<file path="config.mk">
export PLATFORM = sky130hd
export DESIGN_NAME = mem_wb_writeback_flat
export DESIGN_NICKNAME = d
export VERILOG_FILES = /design/src/rtl/mem_wb_writeback_pkg.sv /design/src/rtl/mem_wb_writeback_if.sv /design/src/rtl/mem_wb_writeback_load_extract.sv /design/src/rtl/mem_wb_writeback.sv /design/src/flat_wrapper.sv
export SDC_FILE = /design/constraint.sdc
export NUM_CORES = 1
export LEC_CHECK = 0
export BUFFER_PORTS_ARGS = -buffer_cell sky130_fd_sc_hd__buf_4
export CAP_MARGIN = 30
export CORE_UTILIZATION = 33
export CTS_BUF_LIST = sky130_fd_sc_hd__clkbuf_2 sky130_fd_sc_hd__clkbuf_4 sky130_fd_sc_hd__clkbuf_8
export CTS_CLUSTER_SIZE = 14
export DETAILED_ROUTE_END_ITERATION = 7
export PLACE_DENSITY = 0.63
export SLEW_MARGIN = 20
export SYNTH_ARGS = -nofsm -noshare
export SYNTH_HDL_FRONTEND = slang
export SYNTH_SLANG_ARGS = --single-unit
</file>
<file path="constraint.sdc">
create_clock -name CLK -period 4.4 [get_ports CLK]
set_clock_uncertainty 0.2 [all_clocks]
set_input_delay 0.66 -clock CLK [delete_from_list [all_inputs] [get_ports CLK]]
set_output_delay 0.66 -clock CLK [all_outputs]
set_load 0.03 [all_outputs]
</file>
<file path="src/rtl/mem_wb_writeback_pkg.sv">
// Shared types and constants for the MEM/WB writeback slice.
package mem_wb_writeback_pkg;

    localparam int DATA_W = 32;
    localparam int REG_AW = 5;
    localparam int CNT_W  = 64;

    // Writeback source select; encoding 2'b11 is reserved and handled as ALU.
    typedef enum logic [1:0] {
        WB_ALU  = 2'b00,
        WB_LOAD = 2'b01,
        WB_PC4  = 2'b10
    } wb_sel_t;

    // Load-type encodings carried on funct3.
    localparam logic [2:0] F3_LB  = 3'b000;
    localparam logic [2:0] F3_LH  = 3'b001;
    localparam logic [2:0] F3_LW  = 3'b010;
    localparam logic [2:0] F3_LBU = 3'b100;
    localparam logic [2:0] F3_LHU = 3'b101;

endpackage

</file>
<file path="src/rtl/mem_wb_writeback_if.sv">
// MEM-stage inputs and bank/forwarding outputs of the writeback stage.
// Handshake: there is no ready; an entry is accepted on any rising edge where
// in_valid=1 and neither stall nor flush is asserted. ENA_WRITE and fwd_valid
// qualify the bank write port and the forwarding tap respectively.
interface mem_wb_writeback_if;
    import mem_wb_writeback_pkg::*;

    logic              in_valid;
    logic              stall;
    logic              flush;
    logic              reg_write_i;
    logic [REG_AW-1:0] rd_i;
    logic [1:0]        wb_sel_i;
    logic [2:0]        funct3_i;
    logic [DATA_W-1:0] alu_result_i;
    logic [DATA_W-1:0] mem_rdata_i;
    logic [DATA_W-1:0] pc_plus4_i;

    logic              ENA_WRITE;
    logic [REG_AW-1:0] WRITE_REG;
    logic [DATA_W-1:0] WRITE_DATA;
    logic              fwd_valid;
    logic [REG_AW-1:0] fwd_rd;
    logic [DATA_W-1:0] fwd_data;
    logic              misalign;
    logic [CNT_W-1:0]  instret;

    // Driver side (MEM stage / testbench).
    modport master (
        output in_valid, stall, flush, reg_write_i, rd_i, wb_sel_i, funct3_i,
               alu_result_i, mem_rdata_i, pc_plus4_i,
        input  ENA_WRITE, WRITE_REG, WRITE_DATA, fwd_valid, fwd_rd, fwd_data,
               misalign, instret
    );

    // Writeback stage side.
    modport slave (
        input  in_valid, stall, flush, reg_write_i, rd_i, wb_sel_i, funct3_i,
               alu_result_i, mem_rdata_i, pc_plus4_i,
        output ENA_WRITE, WRITE_REG, WRITE_DATA, fwd_valid, fwd_rd, fwd_data,
               misalign, instret
    );

endinterface

</file>
<file path="src/rtl/mem_wb_writeback_load_extract.sv">
// Combinational load data extraction: picks the byte/half addressed by off,
// sign- or zero-extends it and flags misaligned halfword/word accesses.
module mem_wb_writeback_load_extract
    import mem_wb_writeback_pkg::*;
(
    input  logic [DATA_W-1:0] word,
    input  logic [1:0]        off,
    input  logic [2:0]        funct3,
    output logic [DATA_W-1:0] data,
    output logic              misalign
);

    logic [7:0]  byte_v;
    logic [15:0] half_v;

    // Lane select, extension and alignment check for the addressed load.
    always_comb begin
        byte_v   = word[{off, 3'b000} +: 8];
        half_v   = off[1] ? word[31:16] : word[15:0];
        data     = word;
        misalign = 1'b0;
        case (funct3)
            F3_LB:  data = {{24{byte_v[7]}}, byte_v};
            F3_LBU: data = {24'h0, byte_v};
            F3_LH: begin
                data     = {{16{half_v[15]}}, half_v};
                misalign = off[0];
            end
            F3_LHU: begin
                data     = {16'h0, half_v};
                misalign = off[0];
            end
            F3_LW:  misalign = (off != 2'b00);
            default: data = word;
        endcase
    end

endmodule

</file>
<file path="src/rtl/mem_wb_writeback.sv">
// MEM/WB pipeline register with writeback source select, bank write port,
// EX forwarding tap and retired-instruction counter.
module mem_wb_writeback
    import mem_wb_writeback_pkg::*;
(
    input  logic              CLK,
    input  logic              aRST,
    mem_wb_writeback_if.slave bus
);

    logic              valid_q;
    logic              written_q;
    logic              reg_write_q;
    logic [REG_AW-1:0] rd_q;
    logic [DATA_W-1:0] wb_data_q;
    logic              misalign_q;
    logic [CNT_W-1:0]  instret_q;

    logic [DATA_W-1:0] load_data;
    logic              load_misalign;
    logic [DATA_W-1:0] wb_data_d;
    logic              misalign_d;
    logic              is_load;
    logic              ena_write;
    logic              capture;

    mem_wb_writeback_load_extract u_load_extract (
        .word     (bus.mem_rdata_i),
        .off      (bus.alu_result_i[1:0]),
        .funct3   (bus.funct3_i),
        .data     (load_data),
        .misalign (load_misalign)
    );

    // Result select ahead of the register so the value appears one cycle after capture.
    always_comb begin
        is_load    = (bus.wb_sel_i == WB_LOAD);
        misalign_d = is_load & load_misalign;
        case (bus.wb_sel_i)
            WB_LOAD: wb_data_d = load_data;
            WB_PC4:  wb_data_d = bus.pc_plus4_i;
            default: wb_data_d = bus.alu_result_i;
        endcase
        capture = bus.in_valid & ~bus.stall & ~bus.flush;
    end

    // Write once per entry: written_q suppresses repeats while a stall holds it.
    always_comb begin
        ena_write = valid_q & reg_write_q & (rd_q != '0) & ~misalign_q & ~written_q;
    end

    // Stage register; flush beats stall, stall beats a fresh load.
    always_ff @(posedge CLK or posedge aRST) begin
        if (aRST) begin
            valid_q     <= 1'b0;
            written_q   <= 1'b0;
            reg_write_q <= 1'b0;
            rd_q        <= '0;
            wb_data_q   <= '0;
            misalign_q  <= 1'b0;
        end else if (bus.flush) begin
            valid_q   <= 1'b0;
            written_q <= 1'b0;
        end else if (bus.stall) begin
            written_q <= written_q | ena_write;
        end else begin
            valid_q     <= bus.in_valid;
            written_q   <= 1'b0;
            reg_write_q <= bus.reg_write_i;
            rd_q        <= bus.rd_i;
            wb_data_q   <= wb_data_d;
            misalign_q  <= misalign_d;
        end
    end

    // Retired-instruction counter, wraps naturally; misaligned loads still count.
    always_ff @(posedge CLK or posedge aRST) begin
        if (aRST) begin
            instret_q <= '0;
        end else if (capture) begin
            instret_q <= instret_q + CNT_W'(1);
        end
    end

    // Output drive; the forwarding tap stays valid for the whole hold.
    always_comb begin
        bus.ENA_WRITE  = ena_write;
        bus.WRITE_REG  = rd_q;
        bus.WRITE_DATA = wb_data_q;
        bus.fwd_valid  = valid_q & reg_write_q & (rd_q != '0) & ~misalign_q;
        bus.fwd_rd     = rd_q;
        bus.fwd_data   = wb_data_q;
        bus.misalign   = valid_q & misalign_q;
        bus.instret    = instret_q;
    end

endmodule

</file>
<file path="src/flat_wrapper.sv">
// flat-port wrapper written by rule: the top's interface ports become plain ports
module mem_wb_writeback_flat import mem_wb_writeback_pkg::*;
  (CLK, aRST, bus_in_valid, bus_stall, bus_flush, bus_reg_write_i, bus_rd_i, bus_wb_sel_i, bus_funct3_i, bus_alu_result_i, bus_mem_rdata_i, bus_pc_plus4_i, bus_ENA_WRITE, bus_WRITE_REG, bus_WRITE_DATA, bus_fwd_valid, bus_fwd_rd, bus_fwd_data, bus_misalign, bus_instret);
  mem_wb_writeback_if bus_i ();
  input  logic CLK;
  input  logic aRST;
  input wire logic [$bits(bus_i.in_valid)-1:0] bus_in_valid;
  input wire logic [$bits(bus_i.stall)-1:0] bus_stall;
  input wire logic [$bits(bus_i.flush)-1:0] bus_flush;
  input wire logic [$bits(bus_i.reg_write_i)-1:0] bus_reg_write_i;
  input wire logic [$bits(bus_i.rd_i)-1:0] bus_rd_i;
  input wire logic [$bits(bus_i.wb_sel_i)-1:0] bus_wb_sel_i;
  input wire logic [$bits(bus_i.funct3_i)-1:0] bus_funct3_i;
  input wire logic [$bits(bus_i.alu_result_i)-1:0] bus_alu_result_i;
  input wire logic [$bits(bus_i.mem_rdata_i)-1:0] bus_mem_rdata_i;
  input wire logic [$bits(bus_i.pc_plus4_i)-1:0] bus_pc_plus4_i;
  output wire logic [$bits(bus_i.ENA_WRITE)-1:0] bus_ENA_WRITE;
  output wire logic [$bits(bus_i.WRITE_REG)-1:0] bus_WRITE_REG;
  output wire logic [$bits(bus_i.WRITE_DATA)-1:0] bus_WRITE_DATA;
  output wire logic [$bits(bus_i.fwd_valid)-1:0] bus_fwd_valid;
  output wire logic [$bits(bus_i.fwd_rd)-1:0] bus_fwd_rd;
  output wire logic [$bits(bus_i.fwd_data)-1:0] bus_fwd_data;
  output wire logic [$bits(bus_i.misalign)-1:0] bus_misalign;
  output wire logic [$bits(bus_i.instret)-1:0] bus_instret;
  assign bus_i.in_valid = bus_in_valid;
  assign bus_i.stall = bus_stall;
  assign bus_i.flush = bus_flush;
  assign bus_i.reg_write_i = bus_reg_write_i;
  assign bus_i.rd_i = bus_rd_i;
  assign bus_i.wb_sel_i = bus_wb_sel_i;
  assign bus_i.funct3_i = bus_funct3_i;
  assign bus_i.alu_result_i = bus_alu_result_i;
  assign bus_i.mem_rdata_i = bus_mem_rdata_i;
  assign bus_i.pc_plus4_i = bus_pc_plus4_i;
  assign bus_ENA_WRITE = bus_i.ENA_WRITE;
  assign bus_WRITE_REG = bus_i.WRITE_REG;
  assign bus_WRITE_DATA = bus_i.WRITE_DATA;
  assign bus_fwd_valid = bus_i.fwd_valid;
  assign bus_fwd_rd = bus_i.fwd_rd;
  assign bus_fwd_data = bus_i.fwd_data;
  assign bus_misalign = bus_i.misalign;
  assign bus_instret = bus_i.instret;
  mem_wb_writeback u_core (.CLK(CLK), .aRST(aRST), .bus(bus_i));
endmodule
</file>
==> results of run 1 <==
per-stage QoR:
| stage | total power [µW] | hold slack (ns) | util (%) | worst slack (ns) | std cells |
|---|---|---|---|---|---|
| detailed placement | 1980 | 0.267 | 43.8 | 1.52 | 1098 |
| CTS | 2620 | 0.230 | 44.9 | 1.60 | 1114 |
| global placement | 1970 | 0.267 | 43.7 | 1.56 | 1097 |
| finish | 2580 | 0.257 | 45.2 | 1.68 | 1117 |
| floorplan | 1670 | 0.246 | - | 0.779 | 688 |
| global route | 2710 | 0.228 | 45.2 | 1.53 | 1117 |
path summary, 6_finish.rpt:
kind | from | end | slack (ns)
setup / recovery | u_core.bus.WRITE_REG[1] | bus_fwd_valid | 1.68
hold / removal | bus_reg_write_i | u_core.reg_write_q | 0.26
setup reg to reg | u_core.bus.instret[0] | u_core.bus.instret[38] | 1.85
hold reg to reg | u_core.bus.instret[63] | u_core.bus.instret[63] | 0.28
max in group asynchronous | aRST | u_core.bus.instret[23] | 2.58
min in group asynchronous | aRST | u_core.bus.WRITE_DATA[29] | 0.53
synth_stat cells (7+ instances only):
cell | count | area share, %
a22o_1 | 7 | 1.0
o211ai_1 | 24 | 2.9
xnor2_1 | 33 | 4.7
buf_4 | 38 | 4.7
clkbuf_1 | 26 | 1.6
nor3_1 | 13 | 1.1
xor2_1 | 30 | 4.3
nor2b_1 | 16 | 1.6
and3_1 | 11 | 1.1
nand3_1 | 23 | 1.9
nor2_1 | 27 | 1.7
inv_1 | 10 | 0.61
nand2_1 | 95 | 5.8
a21oi_1 | 40 | 3.3
dfrtp_1 | 105 | 43
nand3b_1 | 7 | 0.86
o21ai_0 | 88 | 7.2
nand4_1 | 18 | 1.8
a211oi_1 | 8 | 0.98
tightest hold or removal path, cell delays in order:
cell	delay (ns)
buf_4	0.08
nand2_1	0.04
nand2_1	0.05
layer usage:
| metal | GRT usage [%] | up-vias | share of wire (%) |
|---|---|---|---|
| li1 | - | 2773 | - |
| met1 | 26.2 | 2693 | 43 |
| met2 | 34.0 | 226 | 48 |
| met3 | 4.78 | 18 | 7.1 |
| met4 | 6.98 | 0 | 1.7 |
| met5 | 0 | - | 0 |
cell type report:
cell class	instances	area [µm²]
clock buffer	10	138
clock inverter	6	61.3
fill	1795	9910
inverter	10	40.0
multi-input combinational	497	3040
sequential	105	2630
tap	229	287
timing repair buffer	260	1980
sequential cells by signal, indices dropped and copies added, names as in the netlist:
name	cells
u_core.bus.WRITE_REG	5
u_core.written_q	1
u_core.reg_write_q	1
u_core.valid_q	1
u_core.bus.WRITE_DATA	32
u_core.misalign_q	1
u_core.bus.instret	64
timing repair:
| item | in CTS | in global routing |
|---|---|---|
| setup buffers | 0 | 0 |
| hold buffers | 0 | 1 |
| endpoints found under the hold margin | 0 | 11 |
| gates resized for setup | 0 | 0 |
power by group through the flow:
stage | combinational [µW] | clock, µW | sequential (µW)
after floorplan | 396 | 0 | 1270
after global placement | 818 | 0 | 1150
after detailed placement | 827 | 0 | 1150
after CTS | 827 | 657 | 1130
after global routing | 874 | 692 | 1150
final | 822 | 628 | 1130
kinds of logic (layout without fill, tap and decap cells):
logic type               count (synthesis)  after routing  share of synthesized area (%)
AO/OA/AOI/OAI                          184            184                           17.6
XOR/XNOR                                63             63                           9.01
adder cells (fa/ha/maj)                  3              3                          0.613
buffers and inverters                   86            286                           7.72
flip-flops                             105            105                           42.9
multiplexers                             5              5                           1.06
AND/OR/NAND/NOR                        242            242                           21.1
==> summary.md, run 1 <==
| Metric | Value |
|---|---|
| Chip height | `138 µm` |
| Top_reg_cell synth | `dfrtp_1` |
| CP delay by family, top | `simple AND/OR/NAND/NOR gates` |
| CP Max Fanout | `4` |
| Initial Util | `33.9%` |
| IO Port Bufs | `252` |
| Final Cell Area | `8170 µm²` |
| Synth warn | `0` |
| Share of post-route cells with drive strength above 1 | `33.2%` |
| Hold Crit Depth | `3` |
| WS Path Type | `reg -> out` |
| Post-route ant nets | `0` |
| Area Growth Syn to Fin | `33.4%` |
| CTS root buf | `clkbuf_8` |
| Worst Reg-to-Reg Cells | `6` |
| Fin nets | `about 1000` |
| Fmax | `368 MHz` |
| Largest net degree at the start of global routing | `67` |
| Sequential area share after synthesis | `42.9%` |
| Period minus WS final | `~2.7 ns` |
| Worst-margin pin slew | `0.894 ns` |
| CTS buffer count | `9` |
| CP Data Required Time | `3.54 ns` |
| Syn_area_per_cell | `about 8.9 µm²` |
| Slew Viols, Final | `0` |
| IO Count | `253` |
| Cell variety after synth | `49` |
| Ys async rst share | `100%` |
| Synth Register Bits | `105` |
| DRC Markers | `32` |
| Switching part of the total | `between 30% and 40%` |
| Outcome | `finished, violations left` |
| Cells after Synth | `688` |
| WP buf/inv | `1` |
| Worst setup EP type | `output pin` |
| Die Area | `between 15000 and 20000 µm²` |
| WP depth | `4` |
| Wire per inst | `17.4 µm` |
| Worst skew pair latency | `~0.39 ns` |
| Final TNS setup | `0 ns` |
| Clock buffer depth | `2` |
| Psw | `~1000 µW` |
| Crit start category | `flip-flop` |
| Cell Area, Synth | `6130 µm²` |
| Combinational Power Share | `a little under a third` |
| H-tree depth | `3` |
| Pwr/cell area | `316 nW/µm²` |
| Clk sinks | `approximately 110` |
| Leak | `roughly 0.0038 µW` |
| Most common cell after layout, fill and taps aside | `buf_4` |
| Placed cell areas | `7930 µm²` |
| CP arrival | `around 1.9 ns` |
| Detailed-route via count | `~5.7k` |
| Post-synth EDFFs | `0` |
| Worst vdd ir | `~0.16 mV` |
| HPWL Detailed | `approximately 15000 µm` |
| Total Routing Usage GR | `20.5%` |
| Slowest stage delay, CP | `0.52 ns` |
| First-pass GRT wire length | `30400 µm` |
| CP Cell Sequence | `or4_1 -> nor2_1 -> nor3_1 -> buf_4` |
| DR iter-0 viols | `just over 300` |
| Vias in the first global route | `between 5k and 6k` |
| Seq pwr share | `about 44%` |
| Setup violators final | `0` |
| CTS tree | `built` |
| Max-cap check violation count | `0` |
| Slowest cell on crit path | `or4_1` |
| Post-Route WL | `19400 µm` |
| Period utilization | `61.8%` |
| Worst hold path class | `in -> reg` |
| Clk pwr share | `approximately 24%` |
| Most frequent cells in the layout | `buf_4, dfrtp_1, nand2_1, o21ai_0, a21oi_1` |
| Internal Pwr Total | `~1600 µW` |
| GRT overflow | `0` |
| Slew headroom | `about two fifths` |
| Clk slew on worst S/H paths | `0.12 ns` |
| Failing checks | `DRC` |
| Final hold violations | `0` |
| Vias per cell | `5.11` |
| DR pass1 iterations | `8` |
| Initial antenna violation count | `0` |
| Core footprint | `18100 µm²` |
| GPL Wtd Cong | `0.853` |
| Row cnt | `49` |
| Chip width | `roughly 140 µm` |
| # diodes | `0` |
| RSZ-0062 raised after global routing | `no` |
| Syn_nets | `between 800 and 900` |
Power figures use the tool's default switching activity.
==> run 2: changes to the inputs <==
--- a/config.mk
+++ b/config.mk
@@ -11,7 +11,7 @@
 export CTS_BUF_LIST = sky130_fd_sc_hd__clkbuf_2 sky130_fd_sc_hd__clkbuf_4 sky130_fd_sc_hd__clkbuf_8
 export CTS_CLUSTER_SIZE = 14
 export DETAILED_ROUTE_END_ITERATION = 7
-export PLACE_DENSITY = 0.63
+export PLACE_DENSITY = 0.66
 export SLEW_MARGIN = 20
 export SYNTH_ARGS = -nofsm -noshare
 export SYNTH_HDL_FRONTEND = slang
==> constraint.sdc (replaced) <==
create_clock -name CLK -period 2.4 [get_ports CLK]
set_clock_uncertainty 0.2 [all_clocks]
set_input_delay 0.36 -clock CLK [delete_from_list [all_inputs] [get_ports CLK]]
set_output_delay 0.36 -clock CLK [all_outputs]
set_load 0.03 [all_outputs]
==> run 2 against run 1 <==
Against the previous run:
- the run still ends with DRC left
- clock power is 96% higher
- critical path depth stayed put
- via count is 2.6% higher
- routed wire length hardly changed
- final cell count is 1.9% higher
- combinational power is 90% higher
- core utilization is 1.3 points higher
- sequential power is 84% higher
- setup slack worse by 1.6 ns
- critical endpoint is now bus_ENA_WRITE
- highest routed layer unchanged
==> summary.md, run 2 (same netlist as run 1, synthesis figures left out) <==
| Metric | Value |
|---|---|
| CTS tree | `built` |
| Dpl cells | `1112 (+1.3%)` |
| Vias per cell | `5.15 (+0.75%)` |
| Total Routing Usage GR | `20.7% (+0.18 points)` |
| Area Growth Syn to Fin | `37.1%` |
| DRC Markers | `30 (-6.3%)` |
| Initial Util | `33.9% (unchanged)` |
| Final hold violations | `0 (unchanged)` |
| RSZ-0062 raised after global routing | `no` |
| WS Path Type | `reg -> out` |
| Largest net degree at the start of global routing | `106 (+58%)` |
| Period utilization | `96.6%` |
| Setup violators final | `0 (unchanged)` |
| Worst setup EP type | `output pin` |
| Placed cell areas | `8080 µm² (+1.9%)` |
| Outcome | `finished, violations left` |
| CTS buffer count | `9 (unchanged)` |
| Post-route ant nets | `0 (unchanged)` |
| Number of flip-flops in the largest register | `64 (unchanged)` |
| Worst-margin pin slew | `0.602 ns (-0.291 ns)` |
| IO Port Bufs | `252 (unchanged)` |
| Fin nets | `1019 (+2.1%)` |
| First-pass GRT wire length | `31000 µm (+1.9%)` |
| Slew Viols, Final | `0 (unchanged)` |
| Critical Path Source | `u_core.bus.WRITE_REG[2]` |
| Pwr/cell area | `579 nW/µm² (+83%)` |
| Crit start category | `flip-flop` |
| M2 GR Usage | `33.8% (-0.24 points)` |
| Final Cell Area | `8400 µm² (+2.8%)` |
| Leak | `0.00396 µW (+3.0%)` |
| DR pass1 iterations | `7 (-1)` |
| Worst Reg-to-Reg Cells | `6 (unchanged)` |
| Most frequent cells in the layout | `buf_4, dfrtp_1, nand2_1, o21ai_0, a21oi_1` |
| Fmax | `~430 MHz` |
| Share of post-route cells with drive strength above 1 | `34.2% (+0.99 points)` |
| H-tree depth | `3 (unchanged)` |
| GRT overflow | `0 (unchanged)` |
| Clk sinks | `105 (unchanged)` |
| Initial antenna violation count | `0 (unchanged)` |
| Chip width | `138 µm (unchanged)` |
| Max-cap check violation count | `0 (unchanged)` |
| Clock buffer depth | `2 (unchanged)` |
| GPL Wtd Cong | `0.883 (+3.6%)` |
| Hold Crit Depth | `3 (unchanged)` |
| GR Layer Usage met3 | `4.30% (-0.48 points)` |
| HPWL Detailed | `14800 µm (+1.9%)` |
| Die Area | `19100 µm² (unchanged)` |
| Clk slew on worst S/H paths | `0.12 ns (about the same)` |
| Tot Pwr | `4860 µW (+88%)` |
| Met1 usage in global routing | `27.0% (+0.88 points)` |
| Period minus WS final | `around 2.3 ns` |
| RR Endpoint | `u_core.bus.instret[44]` |
| DR iter-0 viols | `368 (+19%)` |
| CTS root buf | `clkbuf_8` |
| Crit Reg-Reg Startpoint | `u_core.bus.instret[0]` |
| Vias in the first global route | `5734 (+4.4%)` |
| Fillcell total | `1783 (-0.67%)` |
| Worst hold path class | `in -> reg` |
| Min-delay src | `bus_alu_result_i[10]` |
| IO Count | `253 (unchanged)` |
| GRT busiest layer | `met2` |
| Finished Core Util | `46.4% (+1.3 points)` |
| Worst skew pair latency | `0.39 ns (about the same)` |
| Post-Route WL | `19400 µm (about the same)` |
| Worst R2R Setup Slack | `0.22 ns (-1.63 ns)` |
| Worst hold slack | `0.0685 ns (-0.188 ns)` |
| Row cnt | `49 (unchanged)` |
| CP Max Fanout | `4 (unchanged)` |
| Failing checks | `DRC` |
| Detailed-route via count | `5861 (+2.6%)` |
| Chip height | `138 µm (unchanged)` |
| Final cell count without fillers | `1138 (+1.9%)` |
| CP arrival | `1.76 ns (-0.10 ns)` |
| Core footprint | `18100 µm² (unchanged)` |
| Slew headroom | `59.8% (+19 points)` |
| WHS Endpoint | `u_core.bus.WRITE_DATA[10]` |
| Most common cell after layout, fill and taps aside | `buf_4` |
| CP Data Required Time | `1.84 ns (-1.70 ns)` |
| # diodes | `0 (unchanged)` |
| Wire per inst | `17.1 µm (-1.8%)` |
| Worst vdd ir | `0.285 mV (+76%)` |
-- run 2: changes by cell type in the layout (fill, tap and decap cells not counted), sizes merged --
cell,previous run,this run
buf,259,273
clkbuf,10,9
bufinv,0,1
dlygate4sd3,1,8
-- run 2: cell type report --
type,instances,area [µm²],area share (%)
multi-input cells,497,3050,36.3
well taps,229,287,3.41
clock inverters,7,92.6,1.10
flip-flops and latches,105,2630,31.3
repair buffers,281,2180,25.9
inverters,10,41.3,0.492
clock buffers,9,124,1.47
-- run 2: worst max-delay path by stage --
stage | to | slack, ns | cells past startpoint
detailed placement | u_core.bus.WRITE_DATA[13] | -0.04 | 6
global placement | u_core.bus.WRITE_DATA[13] | -0.03 | 6
finish | bus_ENA_WRITE | 0.08 | 4
global route | bus_fwd_valid | 0.006 | 4
floorplan | bus_ENA_WRITE | 0.15 | 3
CTS | bus_fwd_valid | 0.01 | 4
-- run 2: stage by stage --
step | worst slack (ns) | TNS [ns]
after global placement | -0.0254 | -0.0254
after floorplan | 0.145 | 0
after global routing | 0.00619 | 0
after CTS | 0.0119 | 0
final | 0.0814 | 0
after detailed placement | -0.0378 | -0.0378
-- run 2: where the power goes --
part,total [µW],switching (µW),leakage [µW],internal (µW)
Clock,1230,718,0.000109,513
Sequential,2080,169,0.00136,1910
Combinational,1560,936,0.00249,620
-- run 2: per-layer routing --
| metal | up-vias | wire length, µm | share of wire, % |
|---|---|---|---|
| li1 | 2823 | - | - |
| met1 | 2749 | 8210 | 42 |
| met2 | 260 | 9210 | 47 |
| met3 | 29 | 1510 | 7.8 |
| met4 | 0 | 472 | 2.4 |
| met5 | - | 0 | 0 |
-- run 2: critical path: stages (launching register included) --
cell and delay [ns]:
dfrtp_1 0.42, or4_4 0.16, nor2_4 0.03, nor4_1 0.49, buf_4 0.27
-- run 2: timing repair --
action | in CTS | in global routing
hold endpoints to repair | 113 | 0
hold buffers | 8 | 0
pin swaps | 0 | 2
endpoints found under the setup margin | 2 | 13
buffers inserted | 0 | 2
gates resized for setup | 3 | 0
